==> config.mk <==
export PLATFORM = sky130hd
export DESIGN_NAME = mem_pingpong_ctrl
export DESIGN_NICKNAME = d
export VERILOG_FILES = /design/src/rtl/mem_pingpong_ctrl.sv
export SDC_FILE = /design/constraint.sdc
export NUM_CORES = 1
export LEC_CHECK = 0
export BUFFER_PORTS_ARGS = -buffer_cell sky130_fd_sc_hd__buf_2
export CAP_MARGIN = 20
export CORE_MARGIN = 10
export CORE_UTILIZATION = 52
export DETAILED_ROUTE_END_ITERATION = 12
export PLACE_DENSITY_LB_ADDON = 0.2
export SLEW_MARGIN = 20
export SYNTH_ARGS = -nofsm -noshare
export SYNTH_HDL_FRONTEND = slang
export SYNTH_SLANG_ARGS = --single-unit
==> constraint.sdc <==
create_clock -name clk -period 2.3 [get_ports clk]
set_input_delay 0.46 -clock clk [delete_from_list [all_inputs] [get_ports clk]]
set_output_delay 0.46 -clock clk [all_outputs]
set_load 0.1 [all_outputs]
==> src/rtl/mem_pingpong_ctrl.sv <==
// mem_pingpong_ctrl: ping-pong BRAM bank controller with a round-robin writer/reader arbiter.
// Ports: clk, reset (sync, active-high); writer wr_req/wr_data/wr_gnt; reader rd_req/rd_gnt/rd_data/rd_valid;
// BRAM side memoryena {bank,write}, mem_go qualifier, mem_addr, mem_din, mem_dout; bank_full per-bank status.
module mem_pingpong_ctrl #(
  parameter int DATA_W = 8,
  parameter int ADDR_W = 4,
  parameter int DEPTH  = 16
) (
  input  logic              clk,
  input  logic              reset,
  input  logic              wr_req,
  input  logic [DATA_W-1:0] wr_data,
  output logic              wr_gnt,
  input  logic              rd_req,
  output logic              rd_gnt,
  output logic [DATA_W-1:0] rd_data,
  output logic              rd_valid,
  output logic [1:0]        memoryena,
  output logic              mem_go,
  output logic [ADDR_W-1:0] mem_addr,
  output logic [DATA_W-1:0] mem_din,
  input  logic [DATA_W-1:0] mem_dout,
  output logic [1:0]        bank_full
);
  localparam logic [ADDR_W-1:0] LAST_IDX = ADDR_W'(DEPTH - 1);
  localparam logic [0:0] LAST_WR = 1'b0;
  localparam logic [0:0] LAST_RD = 1'b1;
  logic              wbank_q, wbank_d, rbank_q, rbank_d;
  logic [ADDR_W-1:0] wcnt_q, wcnt_d, rcnt_q, rcnt_d;
  logic [0:0]        last_q, last_d;
  logic [1:0]        bank_full_q, bank_full_d, memoryena_q, memoryena_d;
  logic              mem_go_q, mem_go_d, rd_pend_q, rd_pend_d, rd_valid_q, rd_valid_d;
  logic [ADDR_W-1:0] mem_addr_q, mem_addr_d;
  logic [DATA_W-1:0] mem_din_q, mem_din_d, rd_data_q, rd_data_d;
  logic              wr_elig, rd_elig, wr_wrap, rd_wrap;
  always_comb begin
    wr_elig     = wr_req & ~bank_full_q[wbank_q];
    rd_elig     = rd_req & bank_full_q[rbank_q];
    // On a tie the side that did not win last time goes next.
    wr_gnt      = wr_elig & (~rd_elig | (last_q == LAST_RD));
    rd_gnt      = rd_elig & ~wr_gnt;
    wr_wrap     = wcnt_q == LAST_IDX;
    rd_wrap     = rcnt_q == LAST_IDX;
    wbank_d     = wbank_q ^ (wr_gnt & wr_wrap);
    rbank_d     = rbank_q ^ (rd_gnt & rd_wrap);
    wcnt_d      = wr_gnt ? (wr_wrap ? '0 : wcnt_q + 1'b1) : wcnt_q;
    rcnt_d      = rd_gnt ? (rd_wrap ? '0 : rcnt_q + 1'b1) : rcnt_q;
    bank_full_d = bank_full_q;
    if (wr_gnt & wr_wrap) bank_full_d[wbank_q] = 1'b1;
    if (rd_gnt & rd_wrap) bank_full_d[rbank_q] = 1'b0;
    last_d      = wr_gnt ? LAST_WR : rd_gnt ? LAST_RD : last_q;
    mem_go_d    = wr_gnt | rd_gnt;
    memoryena_d = wr_gnt ? {wbank_q, 1'b1} : rd_gnt ? {rbank_q, 1'b0} : 2'b00;
    mem_addr_d  = wr_gnt ? wcnt_q : rd_gnt ? rcnt_q : mem_addr_q;
    mem_din_d   = wr_gnt ? wr_data : mem_din_q;
    // BRAM answers one cycle after the registered command, so capture mem_dout then.
    rd_pend_d   = rd_gnt;
    rd_valid_d  = rd_pend_q;
    rd_data_d   = rd_pend_q ? mem_dout : rd_data_q;
  end
  always_ff @(posedge clk) begin
    if (reset) begin
      wbank_q     <= 1'b0;
      rbank_q     <= 1'b0;
      wcnt_q      <= '0;
      rcnt_q      <= '0;
      last_q      <= LAST_RD;
      bank_full_q <= 2'b00;
      memoryena_q <= 2'b00;
      mem_go_q    <= 1'b0;
      mem_addr_q  <= '0;
      mem_din_q   <= '0;
      rd_pend_q   <= 1'b0;
      rd_valid_q  <= 1'b0;
      rd_data_q   <= '0;
    end else begin
      wbank_q     <= wbank_d;
      rbank_q     <= rbank_d;
      wcnt_q      <= wcnt_d;
      rcnt_q      <= rcnt_d;
      last_q      <= last_d;
      bank_full_q <= bank_full_d;
      memoryena_q <= memoryena_d;
      mem_go_q    <= mem_go_d;
      mem_addr_q  <= mem_addr_d;
      mem_din_q   <= mem_din_d;
      rd_pend_q   <= rd_pend_d;
      rd_valid_q  <= rd_valid_d;
      rd_data_q   <= rd_data_d;
    end
  end
  assign bank_full = bank_full_q;
  assign memoryena = memoryena_q;
  assign mem_go    = mem_go_q;
  assign mem_addr  = mem_addr_q;
  assign mem_din   = mem_din_q;
  assign rd_valid  = rd_valid_q;
  assign rd_data   = rd_data_q;
endmodule

# ---- Word level (Yosys, flattened, before mapping)
# Cells that the tools add are included.
# Widths: inputs -> output; s select.
dict set report op_classes {
  eq_ne 2
  n_lt_le_gt_ge 4
  n_addsub 2
  n_reduce_logical 3
  mux 18
  n_bitwise 16
}
# op count
set ops {}
lappend ops {{$mux 4} 4}
lappend ops {{$add 4x1->4 const B} 2}
lappend ops {{$eq 4x4->1 const B} 2}
lappend ops {{$mux 1} 8}
lappend ops {{$mux 2} 4}
lappend ops {{$and 1x1->1} 6}
lappend ops {{$lt 1x2->1 const B} 2}
lappend ops {{$not 1->1} 3}
lappend ops {{$and 2x2->2} 1}
lappend ops {{$demux 1 s1} 2}
lappend ops {{$ge 1x1->1 const B} 2}
lappend ops {{$logic_and 1x1->1} 2}
lappend ops {{$not 2->2} 1}
lappend ops {{$or 1x1->1} 2}
lappend ops {{$or 2x2->2} 1}
lappend ops {{$reduce_bool 2->1} 1}
lappend ops {{$xor 1x1->1} 2}
dict set report totals {
  output_inout_bits 28
  elab_cells 58
  register_bits 38
}

# ---- Logic depth before layout (Yosys ltp)
# Gate-level depths: netlist of the first run.
dict set report depth {
  depth_word 10
  depth_mapped 7
  ltp_nobuf 5
}

# ---- Least setup slack after synthesis of the first run
# OpenSTA, ideal clock, no wires.
dict set report synth_path {
  kind {register to register}
  from {register bank_full_q[1] (netlist: bank_full[1])}
  to {register rcnt_q[3]}
  period_less_slack_ns 2.721
  slack_ns -0.421
  arrival_time_ns 2.590
  stages_incl_launch_ff 6
  cell_sequence {dfxtp_1 > mux2i_1 > a311o_1 > clkinv_1 > a41oi_1 > nor3_1}
}
dict set report synth_via {
  elab_chain_cells 8
  elab_cells_between_ends 12
  cone_classes {mux (4); bitwise (8)}
}
# item line
set synth_rtl {}
lappend synth_rtl {{from (decl)} 31} ;# logic [1:0] bank_full_q, bank_full_d, memoryena_q, memoryena_d;
lappend synth_rtl {{from (signal assigned)} 82} ;# bank_full_q <= bank_full_d;
lappend synth_rtl {{$mux 1 (not written as such) (2 in series)} 38} ;# rd_elig = rd_req & bank_full_q[rbank_q];
lappend synth_rtl {{$and 1x1->1} 38}
lappend synth_rtl {{$not 1->1} 40} ;# wr_gnt = wr_elig & (~rd_elig | (last_q == LAST_RD));
lappend synth_rtl {{$or 1x1->1} 40}
lappend synth_rtl {{$and 1x1->1} 40}
lappend synth_rtl {{$not 1->1} 41} ;# rd_gnt = rd_elig & ~wr_gnt;
lappend synth_rtl {{$and 1x1->1 (*)} 41}
lappend synth_rtl {{named net rd_gnt} 15} ;# output logic rd_gnt,
lappend synth_rtl {{to (signal assigned)} 80} ;# rcnt_q <= rcnt_d;
lappend synth_rtl {{to (decl)} 29} ;# logic [ADDR_W-1:0] wcnt_q, wcnt_d, rcnt_q, rcnt_d;
# The timed path passes the listed nets; every way through them passes the cells marked *. The select of a mux whose other input is x is not followed.
# A chain may end at the register's enable or synchronous reset.

# ---- Worst setup path in the final report of the first run
dict set report layout_path {
  from {register wbank_q}
  to {output rd_gnt}
}
dict set report layout_via {
  elab_chain_cells 7
}
# item line
set layout_rtl {}
lappend layout_rtl {{from (decl)} 28} ;# logic wbank_q, wbank_d, rbank_q, rbank_d;
lappend layout_rtl {{from (signal assigned)} 77} ;# wbank_q <= wbank_d;
lappend layout_rtl {{$mux 1 (not written as such) (2 in series)} 37} ;# wr_elig = wr_req & ~bank_full_q[wbank_q];
lappend layout_rtl {{$not 1->1} 37}
lappend layout_rtl {{$and 1x1->1} 37}
lappend layout_rtl {{$and 1x1->1} 40}
lappend layout_rtl {{$not 1->1} 41}
lappend layout_rtl {{$and 1x1->1} 41}
lappend layout_rtl {{to (decl)} 15}
# Every way passes these cells. The select of a mux whose other input is x is not followed.

==> results of run 1 <==
-- cell usage after synthesis --
library cell	instances	area share
a21oi_1	20	0.068
buf_2	3	0.010
a311o_1	1	0.0068
and3_1	2	0.0086
buf_4	1	0.0051
inv_1	5	0.013
or3_1	5	0.021
a22o_1	1	0.0060
nor2b_1	2	0.0086
mux2i_1	10	0.068
ha_1	2	0.017
nand3_1	2	0.0068
a211oi_1	2	0.010
clkinv_1	1	0.0026
nor3_1	7	0.024
a41oi_1	1	0.0060
o21ai_0	5	0.017
a31oi_1	2	0.0086
dfxtp_1	38	0.52
nand2_1	23	0.059
or2_2	1	0.0043
clkbuf_1	5	0.013
mux2_2	1	0.0077
a22oi_1	1	0.0051
nand3b_1	2	0.010
nor2_1	16	0.041
o311ai_1	1	0.0060
o22ai_1	4	0.017
buf_6	1	0.0077
-- worst min-delay path, stage by stage --
cell and delay (ns):
buf_2 0.09, nand2_1 0.04, a21oi_1 0.05
-- placed cells by master (no fill, tap or decap), types with 2 or more instances in the layout --
cell       n
and3_1     2
mux2i_1    9
nor3_1     7
buf_2     45
buf_4      4
nand3_1    2
nand2_1   23
a21oi_1   20
or3_1      5
ha_1       2
a211oi_1   2
a31oi_1    2
dfxtp_1   36
clkbuf_4   5
clkinv_2   3
o22ai_1    4
nor2b_1    2
dfxtp_2    2
o21ai_0    5
nor2_1    16
inv_1      5
nand3b_1   2
-- through the flow --
step,hold slack [ns],utilization
after floorplan,0.462,-
after global placement,0.440,0.634
after detailed placement,0.448,0.634
after global routing,0.338,0.654
final,0.355,0.654
after CTS,0.333,0.652
-- power breakdown --
group          switching (mW)  internal (mW)  total (mW)
Clock                   0.201          0.110       0.311
Sequential             0.0108          0.676       0.687
Combinational           0.151         0.0420       0.193
Total                   0.363          0.828        1.19
-- final cells by class --
cell class	count	area, µm²	area share
timing repair buffer	50	275	0.154
clock buffer	5	37.5	0.0210
inverter	6	23.8	0.0133
tap	31	38.8	0.0217
sequential	38	763	0.427
clock inverter	2	10.0	0.00560
multi-input combinational	111	638	0.357
-- cells by family after synthesis --
| kind of cell | after synthesis |
|---|---|
| fa+ha+maj | 2 |
| simple gates | 60 |
| flops | 38 |
| compound gates | 38 |
| mux | 11 |
| buf+inv | 16 |
-- what timing repair did --
| item | 4_1_cts | 5_1_grt |
|---|---|---|
| endpoints found under the hold margin | 0 | 0 |
| endpoints found under the setup margin | 1 | 1 |
| hold buffers | 0 | 0 |
| gates resized for setup | 1 | 1 |
-- state kept, by name, indices dropped and copies added, names as in the netlist --
signal	cells
mem_din	8
rd_data	8
mem_addr	4
rcnt_q	4
wcnt_q	4
bank_full	2
memoryena	2
last_q	1
mem_go	1
rbank_q	1
rd_pend_q	1
rd_valid	1
wbank_q	1
-- worst max-delay path by stage --
| stage | slack (ns) | to | cells after the start |
|---|---|---|---|
| after floorplan | 0.16 | wr_gnt | 4 |
| after global placement | 0.40 | rd_gnt | 4 |
| after detailed placement | 0.35 | rd_gnt | 4 |
| after CTS | 0.04 | rd_gnt | 4 |
| after global routing | 0.01 | rd_gnt | 4 |
| final | 0.09 | rd_gnt | 4 |
-- per-layer routing --
| metal | routed length, µm | up-vias | part of all wire | GRT usage |
|---|---|---|---|---|
| met2 | 1720 | 35 | 0.50 | 0.222 |
| li1 | - | 661 | - | - |
| met1 | 1380 | 589 | 0.40 | 0.125 |
| met5 | 0 | - | 0 | 0 |
| met4 | 40 | 0 | 0.012 | 0.0654 |
| met3 | 326 | 5 | 0.094 | 0.0667 |
==> results.json, run 1 <==
{
  "outcome": "complete, no violations",
  "place_area_mm2": 0.00173,
  "required_ns": 1.84,
  "synthSimpleGateAreaFrac": 0.184,
  "grt_pass1_wl_um": 5530,
  "rrSetupSlack_ns": 0.42,
  "max_freq_ghz": 0.452,
  "grt_max_degree": 39,
  "clock_skew_ns": 0.00964,
  "chipWidth_um": 73.0,
  "worst_pin_slew_ns": 0.636,
  "nets": 234,
  "start_kind": "register",
  "overflow": 0,
  "crit_start": "wbank_q",
  "synth.area.mux_share": 0.0761,
  "netlist_instances": 165,
  "fp.dieArea_mm2": 0.00533,
  "crit_family": "flip-flops",
  "path_cells": "mux2i_2 > a311o_1 > clkinv_2 > buf_4",
  "drtAntennaViolNets": 0,
  "p_leak_nw": 0.779,
  "crit_path_max_incr_delay_ns": 0.44,
  "fin_cells": 243,
  "vias": 1290,
  "dr.first_iter.drc_count": 48,
  "gp_congestion": 0.701,
  "arrival_ns": 1.75,
  "antenna_found_initial": 0,
  "syn_nets": 187,
  "hp-class": "input port to register",
  "relSlewSlack": 0.576,
  "yosysSeqAreaShare": 0.520,
  "synth-compound-area-share": 0.151,
  "period_share": 0.961,
  "vdd_drop_max_mv": 0.511,
  "r2r-end": "bank_full[0]",
  "layout_setup_ws_ns": 0.0894,
  "wl_um": 3460,
  "post_cts_buffers": 0,
  "diodes": 0,
  "yosysWarnings": 0,
  "syn_avg_cell_area_um2": 8.86,
  "clkLatencyLatePin_ns": 0.33,
  "cts_htree_levels": 2,
  "synth_area_mm2": 0.00146,
  "place_ws_ns": 0.350,
  "synth_fa_ha_area_frac": 0.0171,
  "ys_seq_elements": 38,
  "area_delta_synth_final_pct": 22.2,
  "synth_top_family_by_area": "simple AND/OR/NAND/NOR gates",
  "finalHoldViolCount": 0,
  "finalPower_mw": 1.19,
  "cp_max_fo": 5,
  "synthXorXnorAreaFrac": 0,
  "final.min_clock_period_ns": 2.21,
  "start_util": 0.535,
  "slowest_stage": "dfxtp_1",
  "wl_per_cell_um": 14.2,
  "cts.sinks": 38,
  "path_class": "register to output pin",
  "drc": 0,
  "die_y_um": 73.0,
  "critPathBufInv": 2,
  "numPortBuffers": 47,
  "end_kind": "output pin",
  "dpl.hpwl_um": 2610,
  "via_per_inst": 5.31,
  "r2r_cells": 5,
  "holdPathEnd": "mem_din[5]",
  "cts_max_path_buffers": 2,
  "clockRootBuffer": "clkbuf_4",
  "powerDensity_mw_per_mm2": 667,
  "grt_use_total": 0.130,
  "first_pass_iters": 4,
  "cts.clk_slew.worst_paths_ns": 0.11,
  "setup_viol_count_final": 0,
  "r2r_start": "wbank_q",
  "core_area_mm2": 0.00273,
  "tns_ns": 0,
  "hold-path-cell-count": 3,
  "ys_types": 29,
  "worstHoldStart": "wr_data[5]",
  "maxSlewViolCount": 0,
  "numCtsBuffers": 5,
  "max-cap-violations": 0,
  "cts_tree": "yes",
  "rows": 19,
  "grt_setup_unrepaired": "no",
  "grt_pass1_vias": 1279,
  "drive_above_1_share": 0.302,
  "num-fill-cells": 249,
  "dp_cells": 236,
  "ios": 48,
  "finalInstanceArea_mm2": 0.00179
}
(Power assumes the default switching activity.)
==> run 2, diff against run 1 <==
--- a/config.mk
+++ b/config.mk
@@ -7,9 +7,12 @@
 export LEC_CHECK = 0
 export BUFFER_PORTS_ARGS = -buffer_cell sky130_fd_sc_hd__buf_2
 export CAP_MARGIN = 20
+export CELL_PAD_IN_SITES_DETAIL_PLACEMENT = 1
+export CELL_PAD_IN_SITES_GLOBAL_PLACEMENT = 2
 export CORE_MARGIN = 10
-export CORE_UTILIZATION = 52
+export CORE_UTILIZATION = 30
 export DETAILED_ROUTE_END_ITERATION = 12
+export MAX_ROUTING_LAYER = met4
 export PLACE_DENSITY_LB_ADDON = 0.2
 export SLEW_MARGIN = 20
 export SYNTH_ARGS = -nofsm -noshare
==> run 2 against run 1 <==
Compared with the run above: combinational power is 2% higher; global-route usage is 2.0 points lower; clock power is 56% higher; final area rose by 5.2%; via count grew 2.0%; clock-buffer cell count rose by 1; wire length is 21% higher.
==> results.json, run 2 (same netlist as run 1, synthesis figures left out) <==
{
  "dp_cells": 272,
  "fin_cells": 280,
  "diodes": 0,
  "cts.clk_slew.worst_paths_ns": 0.08,
  "maxSlewViolCount": 0,
  "drive_above_1_share": 0.305,
  "clock_skew_ns": 0.00334,
  "ios": 48,
  "chipWidth_um": 89.8,
  "finalHoldViolCount": 0,
  "core_area_mm2": 0.00472,
  "post_cts_buffers": 0,
  "grt_pass1_wl_um": 7130,
  "hold_buffers": 0,
  "outcome": "complete, no violations",
  "end_kind": "output pin",
  "final.min_clock_period_ns": 2.15,
  "critPathBufInv": 2,
  "start_kind": "register",
  "dpl.hpwl_um": 3110,
  "via_per_inst": 4.70,
  "setup_viol_count_final": 0,
  "path_class": "register to output pin",
  "required_ns": 1.84,
  "powerDensity_mw_per_mm2": 727,
  "grt_max_degree": 39,
  "numCtsBuffers": 5,
  "grt_pass1_vias": 1419,
  "crit_family": "flip-flops",
  "crit_path_max_incr_delay_ns": 0.44,
  "dr.first_iter.drc_count": 46,
  "wl_um": 4200,
  "wl_per_cell_um": 15.0,
  "first_pass_iters": 4,
  "relSlewSlack": 0.529,
  "clkLatencyLatePin_ns": 0.29,
  "rrSetupSlack_ns": 0.42,
  "slowest_stage": "dfxtp_1",
  "multi_input_area_um2": 638,
  "grt_use_total": 0.110,
  "drc": 0,
  "cts_htree_levels": 2,
  "period_share": 0.936,
  "path_cells": "mux2i_2 > a311o_1 > clkinv_2 > buf_4",
  "num-fill-cells": 584,
  "grt_setup_unrepaired": "no",
  "cts_tree": "yes",
  "die_y_um": 89.8,
  "regArea_um2": 763,
  "nets": 234,
  "cts_max_path_buffers": 2,
  "cp_max_fo": 5,
  "worst_pin_slew_ns": 0.706,
  "p_leak_nw": 0.795,
  "rows": 25,
  "antenna_found_initial": 0,
  "max-cap-violations": 0,
  "fp.dieArea_mm2": 0.00807,
  "area_delta_synth_final_pct": 28.5,
  "tns_ns": 0,
  "final_common_cell": "buf_2",
  "hp-class": "input port to register",
  "drtAntennaViolNets": 0,
  "vias": 1316,
  "vdd_drop_max_mv": 0.289,
  "start_util": 0.310,
  "final_cell_mix": "buf_2 (45), dfxtp_1 (36), nand2_1 (23), a21oi_1 (20), nor2_1 (16)",
  "max_freq_ghz": 0.465,
  "overflow": 0,
  "clockRootBuffer": "clkbuf_8",
  "cts.sinks": 38,
  "numPortBuffers": 47,
  "arrival_ns": 1.69,
  "gp_congestion": 0.815
}
==> run 2: final timing paths <==
path / start / end / cells past startpoint
max: wbank_q / rd_gnt / 4
min: mem_dout[5] / rd_data[5] / 3
max reg2reg: wbank_q / bank_full[0] / 5
min reg2reg: mem_din[7] / mem_din[7] / 2
==> run 2: per-stage QoR <==
step	cell area (µm²)	setup WS (ns)	util	hold slack (ns)	total power [mW]
final	1880	0.147	0.398	0.402	1.37
after detailed placement	1780	0.331	0.376	0.448	0.901
after global routing	1880	0.0360	0.398	0.399	1.43
after floorplan	1470	0.161	-	0.462	0.851
after CTS	1880	0.0749	0.397	0.395	1.39
after global placement	1780	0.384	0.376	0.444	0.898
==> run 2: layout make-up <==
| type | count | share of cell area |
|---|---|---|
| flip-flops and latches | 38 | 0.406 |
| multi-input cells | 111 | 0.340 |
| repair buffers | 50 | 0.146 |
| well taps | 67 | 0.0446 |
| clock buffers | 6 | 0.0439 |
| inverters | 6 | 0.0126 |
| clock inverters | 2 | 0.00666 |
==> run 2: per-layer routing <==
metal,routed length (µm),up-vias,part of all wire,GRT usage
li1,-,660,-,-
met1,1850,620,0.44,0.123
met2,2090,33,0.50,0.179
met3,216,3,0.051,0.0391
met4,40,0,0.0095,0.0404
met5,0,-,0,-
==> run 2: what timing repair did <==
action                                  in CTS  in global routing
hold endpoints to repair                     0                  0
endpoints found under the setup margin       1                  1
gates resized for setup                      1                  1
==> run 2: tightest hold or removal path, delay by kind of cell <==
family,cells,cell delay (ns)
buffers and inverters,1,0.07
AND/OR/NAND/NOR,1,0.07
multiplexers,1,0.06
==> run 2: where the power goes <==
group	total (mW)	leakage [nW]	switching, mW	internal (mW)
combinational	0.197	0.438	0.155	0.0420
sequential	0.686	0.311	0.0109	0.676
clock	0.484	0.0472	0.243	0.241
==> run 3, diff against run 2 <==
--- a/config.mk
+++ b/config.mk
@@ -5,14 +5,14 @@
 export SDC_FILE = /design/constraint.sdc
 export NUM_CORES = 1
 export LEC_CHECK = 0
+export ABC_AREA = 1
 export BUFFER_PORTS_ARGS = -buffer_cell sky130_fd_sc_hd__buf_2
 export CAP_MARGIN = 20
 export CELL_PAD_IN_SITES_DETAIL_PLACEMENT = 1
 export CELL_PAD_IN_SITES_GLOBAL_PLACEMENT = 2
 export CORE_MARGIN = 10
-export CORE_UTILIZATION = 30
+export CORE_UTILIZATION = 29
 export DETAILED_ROUTE_END_ITERATION = 12
-export MAX_ROUTING_LAYER = met4
 export PLACE_DENSITY_LB_ADDON = 0.2
 export SLEW_MARGIN = 20
 export SYNTH_ARGS = -nofsm -noshare
==> run 3 against run 2 <==
Compared with the run above: clock skew is 0.0040 ns higher; first-iteration DRC count fell by 8.7%; final cell count up 18%.
==> results.json, run 3 <==
{
  "outcome": "complete, no violations",
  "max_freq_ghz": 0.476,
  "max-cap-violations": 0,
  "arrival_ns": 1.64,
  "diodes": 0,
  "clock_skew_ns": 0.00738,
  "grt_setup_unrepaired": "no",
  "setup_viol_count_final": 0,
  "synth_area_leaders": "dfxtp_1 (49%), nor2_1 (13%), nand2_1 (7.2%)",
  "netlist_instances": 207,
  "sequentialPowerShare": 0.505,
  "p_switching_mw": 0.400,
  "vdd_drop_max_mv": 0.279,
  "start_kind": "register",
  "synth_common_cells": "nor2_1 (56), dfxtp_1 (38), nand2_1 (30)",
  "area_delta_synth_final_pct": 26.9,
  "path_class": "register to output pin",
  "ys_seq_elements": 38,
  "postSynth.asyncResetShare": 0,
  "tns_ns": 0,
  "powerDensity_mw_per_mm2": 687,
  "first_pass_iters": 4,
  "synth.largest_area_cell": "dfxtp_1",
  "numPortBuffers": 47,
  "finalPower_mw": 1.36,
  "ys.flop_type": "dfxtp_1",
  "cts.sinks": 38,
  "maxSlewViolCount": 0,
  "antenna_found_initial": 0,
  "yosysMostFrequentCell": "nor2_1",
  "drive_above_1_share": 0.259,
  "synth_area_mm2": 0.00156,
  "clkLatencyLatePin_ns": 0.29,
  "overflow": 0,
  "chipWidth_um": 93.4,
  "cts.clk_slew.worst_paths_ns": 0.07,
  "pwr-share-comb": 0.150,
  "drc": 0,
  "clockRootBuffer": "clkbuf_8",
  "p_int_mw": 0.961,
  "final_common_cell": "nor2_1",
  "ios": 48,
  "gp_congestion": 0.734,
  "switching_share": 0.294,
  "numCtsBuffers": 5,
  "via_per_inst": 4.45,
  "grt_pass1_wl_um": 7500,
  "rows": 26,
  "ctsResizeCount": 0,
  "fp.dieArea_mm2": 0.00871,
  "nets": 280,
  "dr.first_iter.drc_count": 42,
  "hold_buffers": 0,
  "vias": 1465,
  "final.min_clock_period_ns": 2.10,
  "drtAntennaViolNets": 0,
  "post_cts_buffers": 0,
  "synth-edff-count": 0,
  "yosysTopAreaCellShare": 0.488,
  "num-fill-cells": 677,
  "grt_pass1_vias": 1565,
  "grt_use_total": 0.107,
  "pwr-share-clk": 0.346,
  "worst_pin_slew_ns": 0.498,
  "cp_max_fo": 13,
  "die_y_um": 93.4,
  "dpl.hpwl_um": 3340,
  "yosysWarnings": 0,
  "p_leak_nw": 0.955,
  "grt_max_degree": 25,
  "core_area_mm2": 0.00517,
  "place_area_mm2": 0.00189,
  "syn_avg_cell_area_um2": 7.54,
  "yosysSeqAreaShare": 0.488,
  "end_kind": "output pin",
  "start_util": 0.302,
  "finalHoldViolCount": 0,
  "required_ns": 1.84,
  "regArea_um2": 761,
  "wl_um": 4330,
  "ys_types": 23,
  "cts_tree": "yes",
  "finalInstanceArea_mm2": 0.00198,
  "syn_nets": 229,
  "cts_max_path_buffers": 2,
  "multi_input_area_um2": 686,
  "final_cell_mix": "nor2_1 (56), buf_2 (45), dfxtp_1 (38), nand2_1 (30), o21ai_0 (19)",
  "relSlewSlack": 0.670,
  "wl_per_cell_um": 13.2,
  "hp-class": "input port to register",
  "cts_htree_levels": 2,
  "period_share": 0.913
}
run 3: worst max-delay path: stages, from the launching register on:
cell,delay [ns]
dfxtp_1,0.37
nand2_1,0.12
nand2_2,0.07
nor2_4,0.23
nand2_4,0.14
inv_2,0.22
buf_12,0.21
run 3: cells by family after synthesis:
family	Yosys count	share of synthesized area
XOR/XNOR	2	0.0112
adder cells (fa/ha/maj)	2	0.0160
flip-flops	38	0.488
AO/OA/AOI/OAI	30	0.105
buffers and inverters	24	0.0730
AND/OR/NAND/NOR	111	0.307
run 3: stage by stage:
stage / worst slack (ns) / cells / util / hold WS (ns)
2_1_floorplan: 0.0650 / 207 / - / 0.472
3_3_place_gp: 0.417 / 321 / 0.365 / 0.462
3_5_place_dp: 0.396 / 321 / 0.365 / 0.469
4_1_cts: 0.166 / 329 / 0.383 / 0.385
5_1_grt: 0.0359 / 329 / 0.383 / 0.383
6_report: 0.201 / 329 / 0.383 / 0.389
run 3: layout make-up:
type | instances | area share
sequential | 38 | 0.384
multi-input combinational | 145 | 0.346
timing repair buffer | 50 | 0.145
tap | 70 | 0.0442
clock buffer | 7 | 0.0436
inverter | 18 | 0.0341
clock inverter | 1 | 0.00253
run 3: routing by layer:
layer  vias to the layer above  GRT usage  wire, µm
li1                        757          -         -
met1                       677      0.126      1980
met2                        26      0.175      2100
met3                         5     0.0432       202
met4                         0     0.0308        50
met5                         -          0         0
run 3: power by group through the flow:
stage / sequential [mW] / clock (mW) / combinational, mW
after floorplan: 0.802 / 0 / 0.0575
after global placement: 0.702 / 0 / 0.205
after detailed placement: 0.703 / 0 / 0.207
after CTS: 0.687 / 0.489 / 0.207
after global routing: 0.690 / 0.536 / 0.219
final: 0.687 / 0.471 / 0.203
run 3: path summary, 6_finish.rpt:
| check | from | to | slack, ns | cells after the start |
|---|---|---|---|---|
| setup / recovery | wbank_q | wr_gnt | 0.20 | 6 |
| hold / removal | mem_dout[0] | rd_data[0] | 0.39 | 3 |
| setup reg to reg | rbank_q | bank_full[1] | 0.80 | 8 |
| hold reg to reg | mem_din[5] | mem_din[5] | 0.48 | 2 |
